[config.mk]
export PLATFORM = sky130hd
export DESIGN_NAME = spi_txn_arbiter
export DESIGN_NICKNAME = d
export VERILOG_FILES = /design/src/rtl/spi_txn_arbiter.sv
export SDC_FILE = /design/constraint.sdc
export NUM_CORES = 1
export LEC_CHECK = 0
export CORE_MARGIN = 2
export CORE_UTILIZATION = 35
export DETAILED_ROUTE_END_ITERATION = 16
export GPL_TIMING_DRIVEN = 0
export PLACE_DENSITY = 0.75
export SLEW_MARGIN = 30
export SYNTH_ARGS = -nofsm -noshare
export SYNTH_HDL_FRONTEND = slang
export SYNTH_SLANG_ARGS = --single-unit
[constraint.sdc]
create_clock -name clk -period 3.6 [get_ports clk]
set_input_delay 0.72 -clock clk [delete_from_list [all_inputs] [get_ports clk]]
set_output_delay 0.72 -clock clk [all_outputs]
set_load 0.02 [all_outputs]
[src/rtl/spi_txn_arbiter.sv]
// Round-robin arbiter that serialises requester transactions onto one SPI host.
// Optional WAIT watchdog enabled by defining SPI_ARB_TIMEOUT_EN.
module spi_txn_arbiter #(
    parameter int NUM_REQ        = 4,
    parameter int TIMEOUT_CYCLES = 1023
) (
    input  logic                   clk,
    input  logic                   rst,
    input  logic [NUM_REQ-1:0]     req,
    input  logic [16*NUM_REQ-1:0]  req_data,
    output logic [NUM_REQ-1:0]     gnt,
    output logic [NUM_REQ-1:0]     rsp_valid,
    output logic [15:0]            rsp_data,
    output logic                   rsp_err,
    output logic [15:0]            host_tx_data,
    output logic                   host_tx_start,
    input  logic                   host_tx_done,
    input  logic                   host_rx_valid,
    input  logic [15:0]            host_rx_data,
    output logic                   busy
);
    localparam int IDXW = $clog2(NUM_REQ);
    localparam int CW   = IDXW + 1;

    if (NUM_REQ < 2 || NUM_REQ > 8 || TIMEOUT_CYCLES < 1 || TIMEOUT_CYCLES > 65535) begin : g_bad_param
        $error("spi_txn_arbiter: parameter out of range");
    end

    typedef enum logic [1:0] {S_IDLE, S_START, S_WAIT, S_RESP} state_t;

    state_t              state_q, state_d;
    logic [NUM_REQ-1:0]  gnt_q, gnt_d;
    logic [NUM_REQ-1:0]  rsp_valid_q, rsp_valid_d;
    logic [15:0]         rsp_data_q, rsp_data_d;
    logic [15:0]         host_tx_data_q, host_tx_data_d;
    logic                host_tx_start_q, host_tx_start_d;
    logic                busy_q, busy_d;
    logic [IDXW-1:0]     last_grant_q, last_grant_d;
    logic [IDXW-1:0]     grant_idx_q, grant_idx_d;

    logic [15:0]         req_word [NUM_REQ];
    logic [CW-1:0]       cand [NUM_REQ];
    logic [NUM_REQ-1:0]  cand_hit;
    logic [IDXW-1:0]     pick_idx;
    logic                host_evt;

    assign host_evt = host_rx_valid | host_tx_done;

    // cand[gi] is the requester at rotation offset gi, starting just after last_grant.
    for (genvar gi = 0; gi < NUM_REQ; gi++) begin : g_cand
        logic [CW-1:0] sum;
        assign sum          = {1'b0, last_grant_q} + CW'(gi + 1);
        assign cand[gi]     = (sum >= CW'(NUM_REQ)) ? sum - CW'(NUM_REQ) : sum;
        assign cand_hit[gi] = req[cand[gi][IDXW-1:0]];
        assign req_word[gi] = req_data[16*gi +: 16];
    end

    always_comb begin
        pick_idx = '0;
        for (int i = NUM_REQ - 1; i >= 0; i--) begin
            if (cand_hit[i]) pick_idx = cand[i][IDXW-1:0];
        end
    end

`ifdef SPI_ARB_TIMEOUT_EN
    logic [15:0] wd_cnt_q, wd_cnt_d;
    logic        rsp_err_q, rsp_err_d;
    logic        wd_expired;
    assign wd_expired = (wd_cnt_q == 16'(TIMEOUT_CYCLES - 1));
    assign rsp_err    = rsp_err_q;
`else
    assign rsp_err    = 1'b0;
`endif

    always_comb begin
        state_d         = state_q;
        gnt_d           = gnt_q;
        rsp_valid_d     = '0;
        rsp_data_d      = rsp_data_q;
        host_tx_data_d  = host_tx_data_q;
        host_tx_start_d = 1'b0;
        last_grant_d    = last_grant_q;
        grant_idx_d     = grant_idx_q;
`ifdef SPI_ARB_TIMEOUT_EN
        wd_cnt_d        = wd_cnt_q;
        rsp_err_d       = 1'b0;
`endif
        unique case (state_q)
            S_IDLE: begin
                if (|cand_hit) begin
                    state_d           = S_START;
                    grant_idx_d       = pick_idx;
                    gnt_d             = '0;
                    gnt_d[pick_idx]   = 1'b1;
                    host_tx_data_d    = req_word[pick_idx];
                    host_tx_start_d   = 1'b1;
                end
            end
            S_START: begin
                state_d = S_WAIT;
`ifdef SPI_ARB_TIMEOUT_EN
                wd_cnt_d = '0;
`endif
            end
            S_WAIT: begin
                if (host_evt) begin
                    state_d     = S_RESP;
                    rsp_valid_d = gnt_q;
                    rsp_data_d  = host_rx_data;
                end
`ifdef SPI_ARB_TIMEOUT_EN
                else if (wd_expired) begin
                    state_d     = S_RESP;
                    rsp_valid_d = gnt_q;
                    rsp_data_d  = '0;
                    rsp_err_d   = 1'b1;
                end else begin
                    wd_cnt_d = wd_cnt_q + 16'd1;
                end
`endif
            end
            S_RESP: begin
                state_d      = S_IDLE;
                gnt_d        = '0;
                last_grant_d = grant_idx_q;
            end
            default: state_d = S_IDLE;
        endcase
        busy_d = (state_d != S_IDLE);
    end

    always_ff @(posedge clk or posedge rst) begin
        if (rst) begin
            state_q         <= S_IDLE;
            gnt_q           <= '0;
            rsp_valid_q     <= '0;
            rsp_data_q      <= '0;
            host_tx_data_q  <= '0;
            host_tx_start_q <= 1'b0;
            busy_q          <= 1'b0;
            last_grant_q    <= IDXW'(NUM_REQ - 1);
            grant_idx_q     <= '0;
`ifdef SPI_ARB_TIMEOUT_EN
            wd_cnt_q        <= '0;
            rsp_err_q       <= 1'b0;
`endif
        end else begin
            state_q         <= state_d;
            gnt_q           <= gnt_d;
            rsp_valid_q     <= rsp_valid_d;
            rsp_data_q      <= rsp_data_d;
            host_tx_data_q  <= host_tx_data_d;
            host_tx_start_q <= host_tx_start_d;
            busy_q          <= busy_d;
            last_grant_q    <= last_grant_d;
            grant_idx_q     <= grant_idx_d;
`ifdef SPI_ARB_TIMEOUT_EN
            wd_cnt_q        <= wd_cnt_d;
            rsp_err_q       <= rsp_err_d;
`endif
        end
    end

    assign gnt           = gnt_q;
    assign rsp_valid     = rsp_valid_q;
    assign rsp_data      = rsp_data_q;
    assign host_tx_data  = host_tx_data_q;
    assign host_tx_start = host_tx_start_q;
    assign busy          = busy_q;

endmodule
Word-level counts from Yosys, hierarchy flattened
Cells that the tools add are included.

Register bits: 48. Bits in latches: 0. Bits in writable memories: 0. ROM bits: 0. Input bits: 88. Memories: 0.

Add/sub/neg operators: 8. Multipliers: 0. Divide/modulo/power cells: 0. Magnitude comparators: 11. Eq/ne operators: 4. Shift operators: 0. Mux-type cells: 30. Bitwise operators: 2. Reductions and logical operators: 8.

Operator list (number): 16-bit binary-select mux with 2-bit select (1); 16-bit 2-to-1 mux (2); 2-bit 2-to-1 mux (10); 3-bit greater-or-equal comparator (second input constant) (5); 2-bit by 3-bit less-than comparator with 1-bit output (second input constant) (5); 4-bit 2-to-1 mux (3); 1-bit binary-select mux with 2-bit select (4); 2-bit one-hot mux with 4 select lines (1); 4-bit one-hot mux with 2 select lines (1); 2-bit by 1-bit subtractor with 2-bit output (second input constant) (4); 1-bit 2-to-1 mux (7); 2-bit by 2-bit adder with 3-bit output (second input constant) (2); 2-bit AND reduction (3); 2-bit == test (second input constant) (2); 2-bit nonzero test (2); 4-bit OR reduction (1); 2-bit by 1-bit adder with 3-bit output (second input constant) (1); 2-bit by 3-bit adder with 3-bit output (second input constant) (1); 2-bit inverter with 3-bit output (1); 1-bit demux with 2-bit select (1); 2-bit by 1-bit == test with 1-bit output (second input constant) (1); 2-bit by 1-bit greater-or-equal comparator with 1-bit output (second input constant) (1); 2-bit zero test (1); 2-bit != test (second input constant) (1); other kinds (2) (2).

Logic depth before layout (Yosys ltp)
Word-level depth: 15. Depth in mapped cells: 7. Gate-level depth less buffers: 7.

Worst setup path before layout
OpenSTA, ideal clock, no wires.

Path type: input -> register. Start: input req[2]. End: register host_tx_data_q[0] (netlist: host_tx_data[0]). Data arrival time: 1.729 ns. Required time: 3.466 ns. Path slack: 1.737 ns. Cell stages on the path: 7. Cells stage by stage: or2_1 nor3_1 nand2b_1 inv_1 nand2_2 clkbuf_2 o21ai_1.

Word-level cells in the longest chain between the ends: 10.

Ends and longest elaborated chain: from (decl) (RTL line 9) `input logic [NUM_REQ-1:0] req,`; 1-bit binary-select mux with 2-bit select (RTL line 54) `assign cand_hit[gi] = req[cand[gi][IDXW-1:0]];`; 1-bit 2-to-1 mux (not written as such) (RTL line 54); 2-bit 2-to-1 mux (4 in series) (RTL line 61) `if (cand_hit[i]) pick_idx = cand[i][IDXW-1:0];`; 2-bit inverter with 3-bit output (not written as such) (RTL line 95) `host_tx_data_d = req_word[pick_idx];`; 16-bit binary-select mux with 2-bit select (RTL line 95); 16-bit 2-to-1 mux (not written as such) (2 in series) (RTL line 95); to (signal assigned) (RTL line 152) `host_tx_data_q <= host_tx_data_d;`; to (decl) (RTL line 35) `logic [15:0] host_tx_data_q, host_tx_data_d;`.

Parallel ways exist; a longest one is shown, timed or not. The select of a mux whose other input is x is not followed. A chain may end at the register's enable or synchronous reset.

Worst setup path after layout
Start: input req[3]. End: register host_tx_data_q[5] (netlist: host_tx_data[5]).

Same word-level chain as after synthesis.

==> flow_summary.ini <==
[status]
status = completed

[worst_setup_path]
critPathSlowestCell = clkdlybuf4s50_1
worst_ep_required_time_ns = 3.77
cp-end-kind = register
cp_num_buf_inv = 3
cp_top_family = simple AND/OR/NAND/NOR gates
startpoint_type = input pin
cp_max_fo = 10
cp_cell_sequence = clkdlybuf4s50_1 > or2_1 > nor3_1 > nand2b_1 > inv_1 > nand2_2 > clkbuf_2 > o21ai_1
path_class = input pin to register
worstPathArrival_ns = 2.54
max_stage_delay_ns = 0.48

[final_layout]
mostFrequentLayoutCell = clkdlybuf4s50_1
final_layout_size_suffix_gt1_share_pct = 12.38
diodes = 0
seq_area_um2 = 1204
final_cells = 400
final_nets = 415
final_cell_mix = clkdlybuf4s50_1 (129), dfrtp_1 (46), o21ai_0 (17), mux2_2 (17)
area_growth_pct = 65.55
fillers = 562
multi_input_area_um2 = 952.2

[yosys]
synthFlopType = dfrtp_1
synth-seq-cells = 48
avgSynthCellArea_um2 = 12.00
synth_area_um2 = 2245
ys_types = 37
syn_inst = 187
yosysSeqAreaShare_pct = 53.62
async_flop_share_pct = 100.0
ys_top_cells_by_area = dfrtp_1 (51%), mux2_2 (8.5%), a222oi_1 (7.1%)
synth-edff-count = 0
yosysWarnings = 0
yosys.area.top_type_share_pct = 51.28
synth_nets = 279
yosys.area.top_type = dfrtp_1

[floorplan]
initial_utilization_pct = 35.76
pin_count = 131
core_area_um2 = 6277
std_cell_rows = 29
die_h_um = 84.09
die_w_um = 84.09
fp.dieArea_um2 = 7070

[place]
dp_hpwl_mm = 4.603
pre_cts_ws_ns = 0.8989
place_congestion = 0.7114
dp_cells = 393
io_buffer_count = 129

[sta]
finalMaxSlewViolations = 0
hold_ws_ns = 0.4934
final.setup.worst_slack_ns = 1.231
max-slew-margin-rel_pct = 60.48
rsz0062_at_grt = false
fin_skew_ns = 0.004367
tns_ns = 0
worst_pin_slew_ns = 0.5927
setup_viol = 0
finalCritPeriodShare_pct = 65.80
fin_crit_ns = 2.369
hold_violations = 0
max_freq_ghz = 0.4222

[clocking]
tritoncts = yes
clk_latency_ns = 0.29
clk_transition_reported_paths_ns = 0.08
cts_resized = 0
cts_buffers = 5
cts_root_buf = clkbuf_8
cts_sinks = 48
cts_buffer_depth = 2
cts_setup_buffers = 0
h-tree-depth = 2
cts_hold_buf = 0

[pwr]
total_power_mw = 2.873
power_density_nw_per_um2 = 773.2
static-leakage-power_nw = 1.545
ir_drop_mv = 0.4072

[routing]
top_layer_used = met4
ant_nets = 0
wl_met2_mm = 3.037
wl_met3_um = 487
drt_iter0_drc = 144
drt_pre_antenna_iters = 4
wirelength_mm = 5.902
viasPerCell = 5.095
route.detailed.drc = 0
met1Wirelength_mm = 2.316
vias = 2038
drt-wirelength-per-cell_um = 14.76

[grt]
gr-total-overflow = 0
gr-usage-all-layers_pct = 17.00
grt_max_degree = 49
grt_pass1_vias = 2087
antenna_found_initial = 0
grt_pass1_wl_mm = 9.701

[hold_path]
worst_hold_path_type = register to register

[run]
maxCapViolations = 0
-- synthesized netlist by cell type, types with 6 or more instances --
cell       n
o21ai_1   11
mux2_2    17
inv_1      7
mux2i_1   16
nand2_1    6
dfrtp_1   46
a222oi_1  16
o21ai_0   17
-- area by class of cell --
class / count / share of cell area [%]
Buffer: 10 / 1.684
Inverter: 7 / 0.7744
Clock buffer: 5 / 1.852
Sequential cell: 48 / 32.39
Tap cell: 77 / 2.593
Multi-Input combinational cell: 122 / 25.62
Timing Repair Buffer: 129 / 34.75
Clock inverter: 2 / 0.3367
-- power by group --
group / leakage [nW] / switching (mW) / internal [mW]
Sequential: 0.588 / 0.141 / 0.805
Clock: 0.0400 / 0.171 / 0.132
Combinational: 0.918 / 0.781 / 0.843
-- registers in the layout (all words and copies together) (netlist names) --
signal         cells
rsp_data          16
grant_idx_q        2
host_tx_data      16
state_q            2
rsp_valid          4
busy               1
last_grant_q       2
gnt                4
host_tx_start      1
-- worst register-to-register path, stage by stage (launching register included) --
cell and delay, ns:
dfrtp_1 0.41, inv_1 0.12, ha_1 0.30, o211ai_1 0.15
nor2_2 0.30, buf_2 0.30, a21oi_1 0.06, o21ai_0 0.17
-- cell families (layout without fill, tap and decap cells) --
kind of cell / Yosys count / in the layout / share of synthesized area [%]
compound gates: 56 / 56 / 17.56
flops: 48 / 48 / 53.62
mux: 33 / 33 / 15.66
simple gates: 28 / 28 / 6.801
buf+inv: 17 / 153 / 3.958
fa+ha+maj: 4 / 4 / 2.230
other cells: 1 / 1 / 0.1671
-- per-stage QoR --
stage	cell area, um2	util [%]
after detailed placement	3635	57.90
after global routing	3716	59.20
after CTS	3716	59.20
after global placement	3632	57.86
final	3716	59.20
after floorplan	2245	-
-- final timing paths --
| kind | start | to | slack, ns | cells past startpoint |
|---|---|---|---|---|
| worst min register to register | grant_idx_q[1]$_DFFE_PP0P_ | grant_idx_q[1]$_DFFE_PP0P_ | 0.49 | 2 |
| worst min-delay path | grant_idx_q[1]$_DFFE_PP0P_ | grant_idx_q[1]$_DFFE_PP0P_ | 0.49 | 2 |
| worst max-delay path | req[3] | host_tx_data[5]$_DFFE_PP0P_ | 1.23 | 8 |
| max in group asynchronous | rst | host_tx_data[9]$_DFFE_PP0P_ | 2.36 | 2 |
| min in group asynchronous | rst | rsp_data[8]$_DFFE_PP0P_ | 0.85 | 2 |
| worst max register to register | state_q[0]$_DFF_PP0_ | gnt[3]$_DFFE_PP0P_ | 1.72 | 7 |
-- routing by layer --
layer / GRT usage (%) / up-vias
met5: 0 / -
met4: 4.106 / 0
met3: 6.133 / 7
met2: 29.29 / 82
met1: 20.16 / 979
li1: - / 970
Power figures use the tool's default switching activity.
